## src/rtl/mac3_operand_feeder.sv

```systemverilog
// Pairs activation triplets with a KERNEL_ROWS x 3 weight bank plus bias and sequences a 3-input MAC.
// Latency: operands 1 cycle after accept, result_valid 2 cycles after the last row's accept.
// Backpressure: act_ready low in DRAIN and in RESULT until result_ready; zero-skip via MAC3_FEEDER_ZERO_SKIP_EN.
module mac3_operand_feeder #(
  parameter int A_WIDTH           = 16,
  parameter int B_WIDTH           = 16,
  parameter int ACCUMULATOR_WIDTH = 32,
  parameter int KERNEL_ROWS       = 3,
  parameter int ROW_W             = (KERNEL_ROWS > 1) ? $clog2(KERNEL_ROWS) : 1
) (
  input  logic                         clk,
  input  logic                         rst_in,
  input  logic                         wgt_we,
  input  logic [ROW_W-1:0]             wgt_row,
  input  logic [3*B_WIDTH-1:0]         wgt_data,
  input  logic                         bias_we,
  input  logic [ACCUMULATOR_WIDTH-1:0] bias_data,
  input  logic                         act_valid,
  output logic                         act_ready,
  input  logic [3*A_WIDTH-1:0]         act_data,
  output logic                         mac_input_valid,
  output logic                         mac_accumulate_internal,
  output logic [ACCUMULATOR_WIDTH-1:0] mac_partial_sum_in,
  output logic [A_WIDTH-1:0]           mac_a0,
  output logic [A_WIDTH-1:0]           mac_a1,
  output logic [A_WIDTH-1:0]           mac_a2,
  output logic [B_WIDTH-1:0]           mac_b0,
  output logic [B_WIDTH-1:0]           mac_b1,
  output logic [B_WIDTH-1:0]           mac_b2,
  output logic                         result_valid,
  input  logic                         result_ready,
  output logic                         busy,
  output logic                         wgt_ignored
`ifdef MAC3_FEEDER_ZERO_SKIP_EN
  ,
  output logic [15:0]                  skip_count
`endif
);

  typedef enum logic [1:0] {IDLE, RUN, DRAIN, RESULT} state_t;

  localparam int DEPTH = 1 << ROW_W;
  localparam logic [ROW_W-1:0] LAST_ROW = ROW_W'(KERNEL_ROWS - 1);
  // A single-row kernel finishes on its first accept, so it bypasses RUN.
  localparam state_t FIRST = (KERNEL_ROWS == 1) ? DRAIN : RUN;

  state_t                       state, state_nxt;
  logic [ROW_W-1:0]             row_cnt;
  logic [3*B_WIDTH-1:0]         wgt_bank [DEPTH];
  logic [ACCUMULATOR_WIDTH-1:0] bias_q;
  logic [3*A_WIDTH-1:0]         a_q;
  logic [3*B_WIDTH-1:0]         b_q;
  logic                         accept;
  logic                         skip;
  logic                         wgt_open;

  assign accept   = act_valid & act_ready;
  assign wgt_open = (state == IDLE) && !accept;

`ifdef MAC3_FEEDER_ZERO_SKIP_EN
  // Row 0 always issues so the MAC accumulator is (re)initialised with the bias.
  assign skip = (act_data == '0) && (row_cnt != '0);
`else
  assign skip = 1'b0;
`endif

  always_ff @(posedge clk) begin
    if (rst_in) state <= IDLE;
    else        state <= state_nxt;
  end

  always_comb begin
    state_nxt = state;
    case (state)
      IDLE:    if (accept) state_nxt = FIRST;
      RUN:     if (accept && row_cnt == LAST_ROW) state_nxt = DRAIN;
      DRAIN:   state_nxt = RESULT;
      RESULT:  if (result_ready) state_nxt = act_valid ? FIRST : IDLE;
      default: state_nxt = IDLE;
    endcase
  end

  always_comb begin
    act_ready    = 1'b0;
    result_valid = 1'b0;
    busy         = 1'b1;
    case (state)
      IDLE: begin
        act_ready = 1'b1;
        busy      = 1'b0;
      end
      RUN:    act_ready = 1'b1;
      RESULT: begin
        result_valid = 1'b1;
        act_ready    = result_ready;
      end
      default: ;
    endcase
  end

  always_ff @(posedge clk) begin
    if (rst_in) begin
      row_cnt                 <= '0;
      a_q                     <= '0;
      b_q                     <= '0;
      mac_input_valid         <= 1'b0;
      mac_accumulate_internal <= 1'b0;
      bias_q                  <= '0;
      wgt_ignored             <= 1'b0;
      for (int i = 0; i < DEPTH; i++) wgt_bank[i] <= '0;
    end else begin
      mac_input_valid <= accept & ~skip;
      if (accept) begin
        row_cnt                 <= (row_cnt == LAST_ROW) ? '0 : row_cnt + ROW_W'(1);
        a_q                     <= act_data;
        b_q                     <= wgt_bank[row_cnt];
        mac_accumulate_internal <= (row_cnt != '0);
      end
      if (wgt_we && wgt_open && int'(wgt_row) < KERNEL_ROWS) wgt_bank[wgt_row] <= wgt_data;
      if (bias_we && wgt_open) bias_q <= bias_data;
      if ((wgt_we || bias_we) && !wgt_open) wgt_ignored <= 1'b1;
    end
  end

`ifdef MAC3_FEEDER_ZERO_SKIP_EN
  always_ff @(posedge clk) begin
    if (rst_in) skip_count <= '0;
    else if (accept && skip && skip_count != 16'hFFFF) skip_count <= skip_count + 16'd1;
  end
`endif

  assign mac_partial_sum_in = bias_q;
  assign mac_a0 = a_q[0*A_WIDTH +: A_WIDTH];
  assign mac_a1 = a_q[1*A_WIDTH +: A_WIDTH];
  assign mac_a2 = a_q[2*A_WIDTH +: A_WIDTH];
  assign mac_b0 = b_q[0*B_WIDTH +: B_WIDTH];
  assign mac_b1 = b_q[1*B_WIDTH +: B_WIDTH];
  assign mac_b2 = b_q[2*B_WIDTH +: B_WIDTH];

endmodule
```

## config.mk

```make
export PLATFORM = sky130hd
export DESIGN_NAME = mac3_operand_feeder
export DESIGN_NICKNAME = d
export VERILOG_FILES = /design/src/rtl/mac3_operand_feeder.sv
export SDC_FILE = /design/constraint.sdc
export NUM_CORES = 1
export LEC_CHECK = 0
export ABC_AREA = 1
export CAP_MARGIN = 40
export CORE_MARGIN = 10
export CORE_UTILIZATION = 46
export CTS_BUF_LIST = sky130_fd_sc_hd__clkbuf_4 sky130_fd_sc_hd__clkbuf_8 sky130_fd_sc_hd__clkbuf_16
export DETAILED_ROUTE_END_ITERATION = 12
export GPL_TIMING_DRIVEN = 0
export PLACE_DENSITY = 0.69
export SETUP_SLACK_MARGIN = 0.1
export SLEW_MARGIN = 20
export SYNTH_ARGS = -nofsm -noshare
export SYNTH_HDL_FRONTEND = slang
export SYNTH_SLANG_ARGS = --single-unit
```

## constraint.sdc

```tcl
create_clock -name clk -period 7.3 [get_ports clk]
set_input_delay 1.46 -clock clk [delete_from_list [all_inputs] [get_ports clk]]
set_output_delay 1.46 -clock clk [all_outputs]
set_load 0.01 [all_outputs]
```

# After elaboration in Yosys (flattened, before gate mapping)
# Memory sizes are Yosys's and may differ from the RTL's. A register that Yosys moved wholly into a read port is not among the register bits.
# Index checks and enable logic that the tools add are counted.
[totals]
in_bits = 136
ram_bits = 192
output_inout_bits = 134
regBits = 87
memories = 1
[mem_list]
columns = ["name", "depth", "width", "read_ports", "rd_ports_with_merged_regs", "wr", "line", "source"]
rows = [
  ["wgt_bank", 4, 48, 1, 1, 4, "49", "logic [3*B_WIDTH-1:0] wgt_bank [DEPTH];"],
]
[op_classes]
magnitude_cmp = 1
add_sub_neg = 1
bitwise_logic = 1
mux = 17
n_eq_ne = 7
n_reduce_logical = 14
[op_table]
columns = ["op", "n"]
rows = [
  ["2-to-1 mux 48 bit", 1],
  ["OR reduction 48 bit", 1],
  ["2-to-1 mux 2 bit", 5],
  ["2-to-1 mux 1 bit", 9],
  ["case mux 2 bit (4 select lines)", 1],
  ["equality test 2 bit (second input constant)", 3],
  ["logical AND 1 bit", 6],
  ["!= test 2 bit (second input constant)", 3],
  ["AND reduction 3 bit", 1],
  ["adder 2 x 1 -> 2 bit (second input constant)", 1],
  ["equality test 2 x 1 -> 1 bit (second input constant)", 1],
  ["logical NOT 1 bit", 2],
  ["logical NOT 2 bit", 1],
  ["< comparator 2 bit (second input constant)", 1],
  ["case mux 1 bit (2 select lines)", 1],
  ["nonzero test 2 bit", 1],
  ["OR reduction 2 bit", 1],
  ["bitwise AND 1 bit", 1],
  ["logical OR 1 bit", 1],
]

# Logic depth before layout (Yosys ltp)
# Gate-level depths: netlist (run 1).
[logic_depth]
depth_word = 13
mapped_depth = 13

# Least setup slack after synthesis (run 1)
# Ideal clock, no wire load.
[synth_timing]
path_type = "input to register"
from = "input result_ready"
to = "memory wgt_bank[0][0] (netlist name) (enable)"
path_stages = 11
path_slack_ns = 3.482
required_time_ns = 6.893
t_arrival_ns = 3.411
setup_time_ns = 0.407
cell_sequence = "nand2_1 > nand2_1 > nand3_2 > nand2_1 > inv_2 > nand2_2 > nor2_2 > nand2_1 > buf_6 > buf_6 > nand2_1"
[synth_rtl]
columns = ["item", "line", "source"]
rows = [
  ["start: declaration", "31", "input logic result_ready,"],
  ["end: declaration", "49", ""],
]

# Final worst setup path (run 1)
[layout_timing]
from = "input result_ready"
to = "output act_ready"
[layout_between]
elab_chain_len = 1
[layout_lines]
columns = ["item", "line", "source"]
rows = [
  ["case mux 1 bit (2 select lines)", "87", "case (state)"],
  ["end: declaration", "19", "output logic act_ready,"],
]
# Every way passes these cells.

==> results.txt, run 1 <==
Worst endpoint required time - 5.84 ns
Fin crit share - 57.8%
Initial Utilization - 46.8%
Total Neg Setup Slack - 0 ns
Post-CTS setup buffers - 0
Number of global-route vias before repair - 10015
Max cap viols - 0
Slew Viols, Final - 0
Final Hold Vio Count - 0
Ys async rst share - 0%
Flip-flop and latch count after synthesis - 327
Detail Placement HPWL - 25.7 mm
Most numerous cell in the Yosys netlist - nor2_1
Cts hold-fix bufs - 0
Post-CTS Resized - 0
Synth Warn # - 0
Area Overhead vs Synth - 35.3%
Synth area leaders - edfxtp_1 46%, dfxtp_1 21%, nor2_1 8.8%, nand2_1 4.3%, o21ai_0 3.9%
Synth Instances - 1251
Die height - 186 um
DIE AREA - 0.0345 sq mm
Wire per inst - 19.5 um
Htree depth - 2
FMAX - 237 MHz
Relative slew margins - 51.0%
Root Buffer Master - clkbuf_16
# IOs - 270
Final nets - 1700
Min Tclk post-route - 4.22 ns
Largest net degree at the start of global routing - 49
# setup viols final - 0
Clock sinks - 327
Clock Latency Late Sink - 0.52 ns
CP arrival - 2.76 ns
# rows - 60
Crit. End Element - primary output
Leakage - 6.48 nW
DR vias - 10272
DP Worst Slack - 3.09 ns
PwrDens - 341 mW/mm^2
First-pass GRT wire length - 55.6 mm
Crit Path Class - input port to primary output
CTS clk-pin slew, worst paths - 0.06 ns
PortBufs - 268
Peak supply drop - 207 uV
Die Span X - 186 um
Worst Reg-to-Reg Cells - 13
Synthesized area per cell - 10.1 sq um
ANT nets after route - 0
Routed vias/inst - 5.33
Post-synth EDFFs - 192
Share of cells above drive strength 1 - 6.19%
Area of the mapped netlist - 0.0126 sq mm
Final worst slack - 3.08 ns
Layout filler cell count - 2223
Crit Path Max Fanout - 2
Clock buffer depth - 3
WHS Path Cells - 2
Layout Skew - 0.0166 ns
CTS Buf Count - 35
Seq/Total Area, Yosys - 67.0%
Placeable core area - 0.0270 sq mm
Main synth FF type - edfxtp_1
Congestion Overflow GR - 0
Hold Crit Class - flip-flop to flip-flop
Gpl congestion - 0.812
Wirelength, routed - 37.5 mm
Outcome - complete, no violations
RSZ-0062 raised after global routing - false
Iter 0 DRT Violations - 1001
Post-route DRC - 0
Distinct cells, synth - 23
Top cell type's share of synthesized area - 45.6%
Mapped Nets - 1392
Most instantiated cells after synthesis - 295 x nor2_1, 192 x edfxtp_1, 144 x nand2_1, 135 x dfxtp_1, 98 x o21ai_0
Total GRT Usage - 20.7%
Initial antenna violation count - 0
Largest area contributor in the netlist - edfxtp_1
CTS tree - yes
Worst Tran Pin Value - 0.736 ns
DR pass1 iterations - 6
Worst setup SP type - input port
==> cells by family after synthesis <==
kind of cell               Yosys count  share of synthesized area (%)
AOI/OAI and AO/OA                  285                           12.8
adders and majority gates            5                          0.495
buffers and inverters              156                           5.07
DFF                                327                           67.0
and+or+nand+nor                    478                           14.7
==> final timing paths <==
check             slack (ns)         start         endpoint
setup / recovery        3.08  result_ready        act_ready
setup reg to reg        4.19      state[0]  wgt_bank[2][11]
hold reg to reg         0.45   wgt_ignored      wgt_ignored
hold / removal          0.45   wgt_ignored      wgt_ignored
==> power breakdown <==
| group | switching [mW] | total (mW) | internal (mW) | leakage, nW |
|---|---|---|---|---|
| logic | 0.959 | 1.60 | 0.644 | 2.76 |
| registers | 0.126 | 2.34 | 2.21 | 3.09 |
| clock network | 0.707 | 1.88 | 1.17 | 0.627 |
| total | 1.79 | 5.82 | 4.03 | 6.48 |
==> routing by layer <==
layer	share of wire [%]	routed length [um]	vias to the layer above	GRT usage, %
met5	0	0	-	0
met4	2.6	988	0	7.58
met3	7.3	2740	62	3.39
met2	50	18800	406	35.3
met1	40	15000	4918	26.0
li1	-	-	4886	-
==> layout make-up <==
class / instances / area [sq um] / area share (%)
plain buffers: 92 / 404 / 2.36
diodes: 1 / 2.50 / 0.0146
clock inverters: 13 / 166 / 0.974
inverters: 64 / 240 / 1.41
clock buffers: 49 / 1080 / 6.30
repair buffers: 271 / 2760 / 16.1
flip-flops and latches: 327 / 8470 / 49.5
multi-input cells: 768 / 3550 / 20.8
well taps: 341 / 427 / 2.50
==> cell usage in the layout (no fill, tap or decap) <==
cell and n:
buf_12 1, nand3_1 34, nor2_1 295, o21bai_1 1, clkinv_2 6, buf_6 4
inv_1 60, nand3_2 1, ha_1 5, clkinv_1 2, clkdlybuf4s50_1 268, a211oi_1 1
clkbuf_4 7, nor2_2 1, nand2_1 141, clkbuf_16 39, buf_1 3, a31oi_1 49
clkbuf_1 64, buf_16 2, edfxtp_1 192, a22oi_1 48, inv_2 3, nand4_1 2
bufinv_16 4, o21ai_0 98, clkbuf_8 4, nand2_4 3, buf_2 20, dfxtp_1 135
inv_4 2, nand2_2 1, diode_2 1, a21oi_1 88
==> worst max-delay path, cell delays in order <==
cell             delay (ns)
clkdlybuf4s50_1        0.49
nand2_1                0.08
a21oi_1                0.16
clkdlybuf4s50_1        0.57
==> registers in the layout, indices dropped and copies added (netlist names) <==
register,flops
a_q,48
b_q,48
mac_accumulate_internal,1
mac_input_valid,1
mac_partial_sum_in,32
row_cnt,2
state,2
wgt_bank,192
wgt_ignored,1
==> metrics by stage <==
step                      std cells  hold WS [ns]  cell area, sq um  power [mW]  utilization [%]
after CTS                      1925         0.454             17100        5.86             63.2
after global placement         1860         0.439             15700        3.94             58.3
after floorplan                1251         0.474             12600        3.15                -
after global routing           1925         0.478             17100        6.08             63.2
final                          1926         0.452             17100        5.82             63.2
after detailed placement       1863         0.444             15800        3.98             58.6
No activity file was read; power rests on OpenSTA's default activity.
==> run 2, diff against run 1 <==
--- a/config.mk
+++ b/config.mk
@@ -12,7 +12,7 @@
 export CTS_BUF_LIST = sky130_fd_sc_hd__clkbuf_4 sky130_fd_sc_hd__clkbuf_8 sky130_fd_sc_hd__clkbuf_16
 export DETAILED_ROUTE_END_ITERATION = 12
 export GPL_TIMING_DRIVEN = 0
-export PLACE_DENSITY = 0.69
+export PLACE_DENSITY = 0.72
 export SETUP_SLACK_MARGIN = 0.1
 export SLEW_MARGIN = 20
 export SYNTH_ARGS = -nofsm -noshare
==> constraint.sdc (replaced) <==
create_clock -name clk -period 3.8 [get_ports clk]
set_input_delay 0.76 -clock clk [delete_from_list [all_inputs] [get_ports clk]]
set_output_delay 0.76 -clock clk [all_outputs]
set_load 0.01 [all_outputs]
==> run 2 against run 1 <==
  * Wire length is 1.5% higher
  * Register-to-register slack worse by 3.6 ns
  * Final area decreased by 0.32%
  * First-iteration DRC count is 0.50% higher
==> results.txt, run 2 (synthesis results as in run 1) <==
Clock Latency Late Sink - 0.51 ns (about the same)
Die height - 186 um (unchanged)
Total GRT Usage - 21.1% (+0.31 points)
DP Worst Slack - 0.239 ns (-2.85 ns)
Worst setup SP type - flip-flop
CTS tree - yes
Crit Path Max Fanout - 48 (+46)
Worst Hold Path EP - wgt_ignored
RR Startpoint - state[0]
Final nets - 1700 (unchanged)
Cts hold-fix bufs - 0 (unchanged)
Leakage - 6.45 nW (-0.43%)
Iter 0 DRT Violations - 1006 (+0.50%)
Number of global-route vias before repair - 10019 (+0.040%)
Number of antenna diodes - 0 (-1)
Area Overhead vs Synth - 34.8%
Layout filler cell count - 2167 (-2.5%)
Seq. cell area - 0.00847 sq mm (unchanged)
Clock sinks - 327 (unchanged)
CTS clk-pin slew, worst paths - 0.06 ns (about the same)
Total Neg Setup Slack - 0 ns (unchanged)
Peak supply drop - 360 uV (+74%)
PortBufs - 268 (unchanged)
Gpl congestion - 0.823 (+1.4%)
Sequential share of power - 40.5% (+0.3 points)
Worst R2R Setup Slack - 0.58 ns (-3.61 ns)
Htree depth - 2 (unchanged)
Area of the multi-input gates - 0.00355 sq mm (unchanged)
FMAX - 311 MHz
RSZ-0062 raised after global routing - false
PwrDens - 651 mW/mm^2 (+91%)
Biggest regs - wgt_bank (192), a_q (48), b_q (48)
Outcome - complete, no violations
WHS Path Cells - 2 (unchanged)
DR vias - 10349 (+0.75%)
Crit. End Element - flip-flop
First-pass GRT wire length - 56.6 mm (+1.9%)
Fin crit share - 84.7%
Sw Ratio - 31.0% (+0.24 points)
Max cap viols - 0 (unchanged)
Min Tclk post-route - 3.22 ns
Layout Skew - 0.0127 ns (-0.00392 ns)
Wire per inst - 19.8 um (+1.5%)
Most common cell after layout, fill and taps aside - nor2_1
CTS Buf Count - 35 (unchanged)
Congestion Overflow GR - 0 (unchanged)
Post-CTS setup buffers - 0 (unchanged)
CP arrival - 3.34 ns (+0.58 ns)
Slew Viols, Final - 0 (unchanged)
Clock network power share - 31.6% (-0.7 points)
# rows - 60 (unchanged)
# IOs - 270 (unchanged)
Logic pwr share - 27.9% (+0.4 points)
Initial Utilization - 46.8% (unchanged)
Reg2Reg Capture Point - wgt_bank[2][22]
Root Buffer Master - clkbuf_16
Relative slew margins - 50.7% (-0.27 points)
Worst Setup SP - state[0]
Max reg flops - 192 (unchanged)
DIE AREA - 0.0345 sq mm (unchanged)
Final Hold Vio Count - 0 (unchanged)
Clock buffer depth - 3 (unchanged)
Final worst slack - 0.582 ns (-2.50 ns)
Share of cells above drive strength 1 - 5.99% (-0.19 points)
Crit Path Class - flip-flop to flip-flop
Largest net degree at the start of global routing - 49 (unchanged)
Post-CTS Resized - 0 (unchanged)
Placeable core area - 0.0270 sq mm (unchanged)
Largest Register - wgt_bank
Detail Placement HPWL - 25.8 mm (+0.54%)
Internal power - 7.65 mW (+90%)
Hold Startpoint - wgt_ignored
Worst Tran Pin Value - 0.739 ns (+0.00346 ns)
Psw - 3.44 mW (+92%)
Initial antenna violation count - 0 (unchanged)
# setup viols final - 0 (unchanged)
Worst hold margin - 0.447 ns (-0.00462 ns)
Worst endpoint required time - 3.93 ns (-1.91 ns)
Worst Reg-to-Reg Cells - 13 (unchanged)
DR pass1 iterations - 8 (+2)
Die Span X - 186 um (unchanged)
Post-route DRC - 0 (unchanged)
Routed vias/inst - 5.37 (+0.75%)
Wirelength, routed - 38.1 mm (+1.5%)
ANT nets after route - 0 (unchanged)
Hold Crit Class - flip-flop to flip-flop
Commonest non-fill, non-tap cells in the layout - 295 x nor2_1, 268 x clkdlybuf4s50_1, 192 x edfxtp_1
run 2: power by group through the flow:
| stage | Sequential, mW | Clock, mW | Combinational [mW] |
|---|---|---|---|
| 6_report | 4.49 | 3.50 | 3.09 |
| 3_3_place_gp | 4.55 | 0 | 3.03 |
| 2_1_floorplan | 4.67 | 0 | 1.38 |
| 5_1_grt | 4.54 | 3.71 | 3.36 |
| 4_1_cts | 4.49 | 3.54 | 3.11 |
| 3_5_place_dp | 4.56 | 0 | 3.09 |
run 2: worst max path at each step:
stage | endpoint | slack (ns) | cells past startpoint
floorplan | wgt_bank[0][0] | 0.66 | 13
global placement | wgt_bank[1][18] | -1.17 | 10
detailed placement | wgt_bank[2][12] | 0.24 | 10
CTS | wgt_bank[2][22] | 0.62 | 13
global route | wgt_bank[2][22] | 0.41 | 13
finish | wgt_bank[2][22] | 0.58 | 13
run 2: worst max-delay path, cell delays in order (launching register included):
cell     delay, ns
dfxtp_1       0.44
inv_1         0.13
ha_1          0.27
nor2_1        0.15
nand2_1       0.10
nand3_2       0.09
nand2_1       0.15
inv_2         0.21
nand2_2       0.12
nor2_2        0.12
nand2_1       0.14
buf_6         0.19
buf_6         0.15
nand2_4       0.55
run 2: layout make-up:
type                            count  share of cell area, %
Clock inverter                     15                  0.991
Tap cell                          341                   2.50
Sequential cell                   327                   49.7
Inverter                           64                   1.41
Multi-Input combinational cell    768                   20.8
Buffer                             92                   2.37
Clock buffer                       48                   5.99
Timing Repair Buffer              271                   16.2
run 2: through the flow:
step / power, mW / instances / instance area [sq um] / utilization [%]
after global placement: 7.58 / 1860 / 15700 / 58.3
after global routing: 11.6 / 1926 / 17000 / 63.0
final: 11.1 / 1926 / 17000 / 63.0
after detailed placement: 7.65 / 1863 / 15800 / 58.6
after CTS: 11.1 / 1926 / 17000 / 63.0
after floorplan: 6.06 / 1251 / 12600 / -
run 2: metal layers:
layer	global-route usage, %	vias to the layer above	routed length [um]
met5	0	-	0
met4	6.71	0	979
met3	3.90	63	2720
met2	36.5	410	19500
met1	26.0	4988	14900
li1	-	4888	-
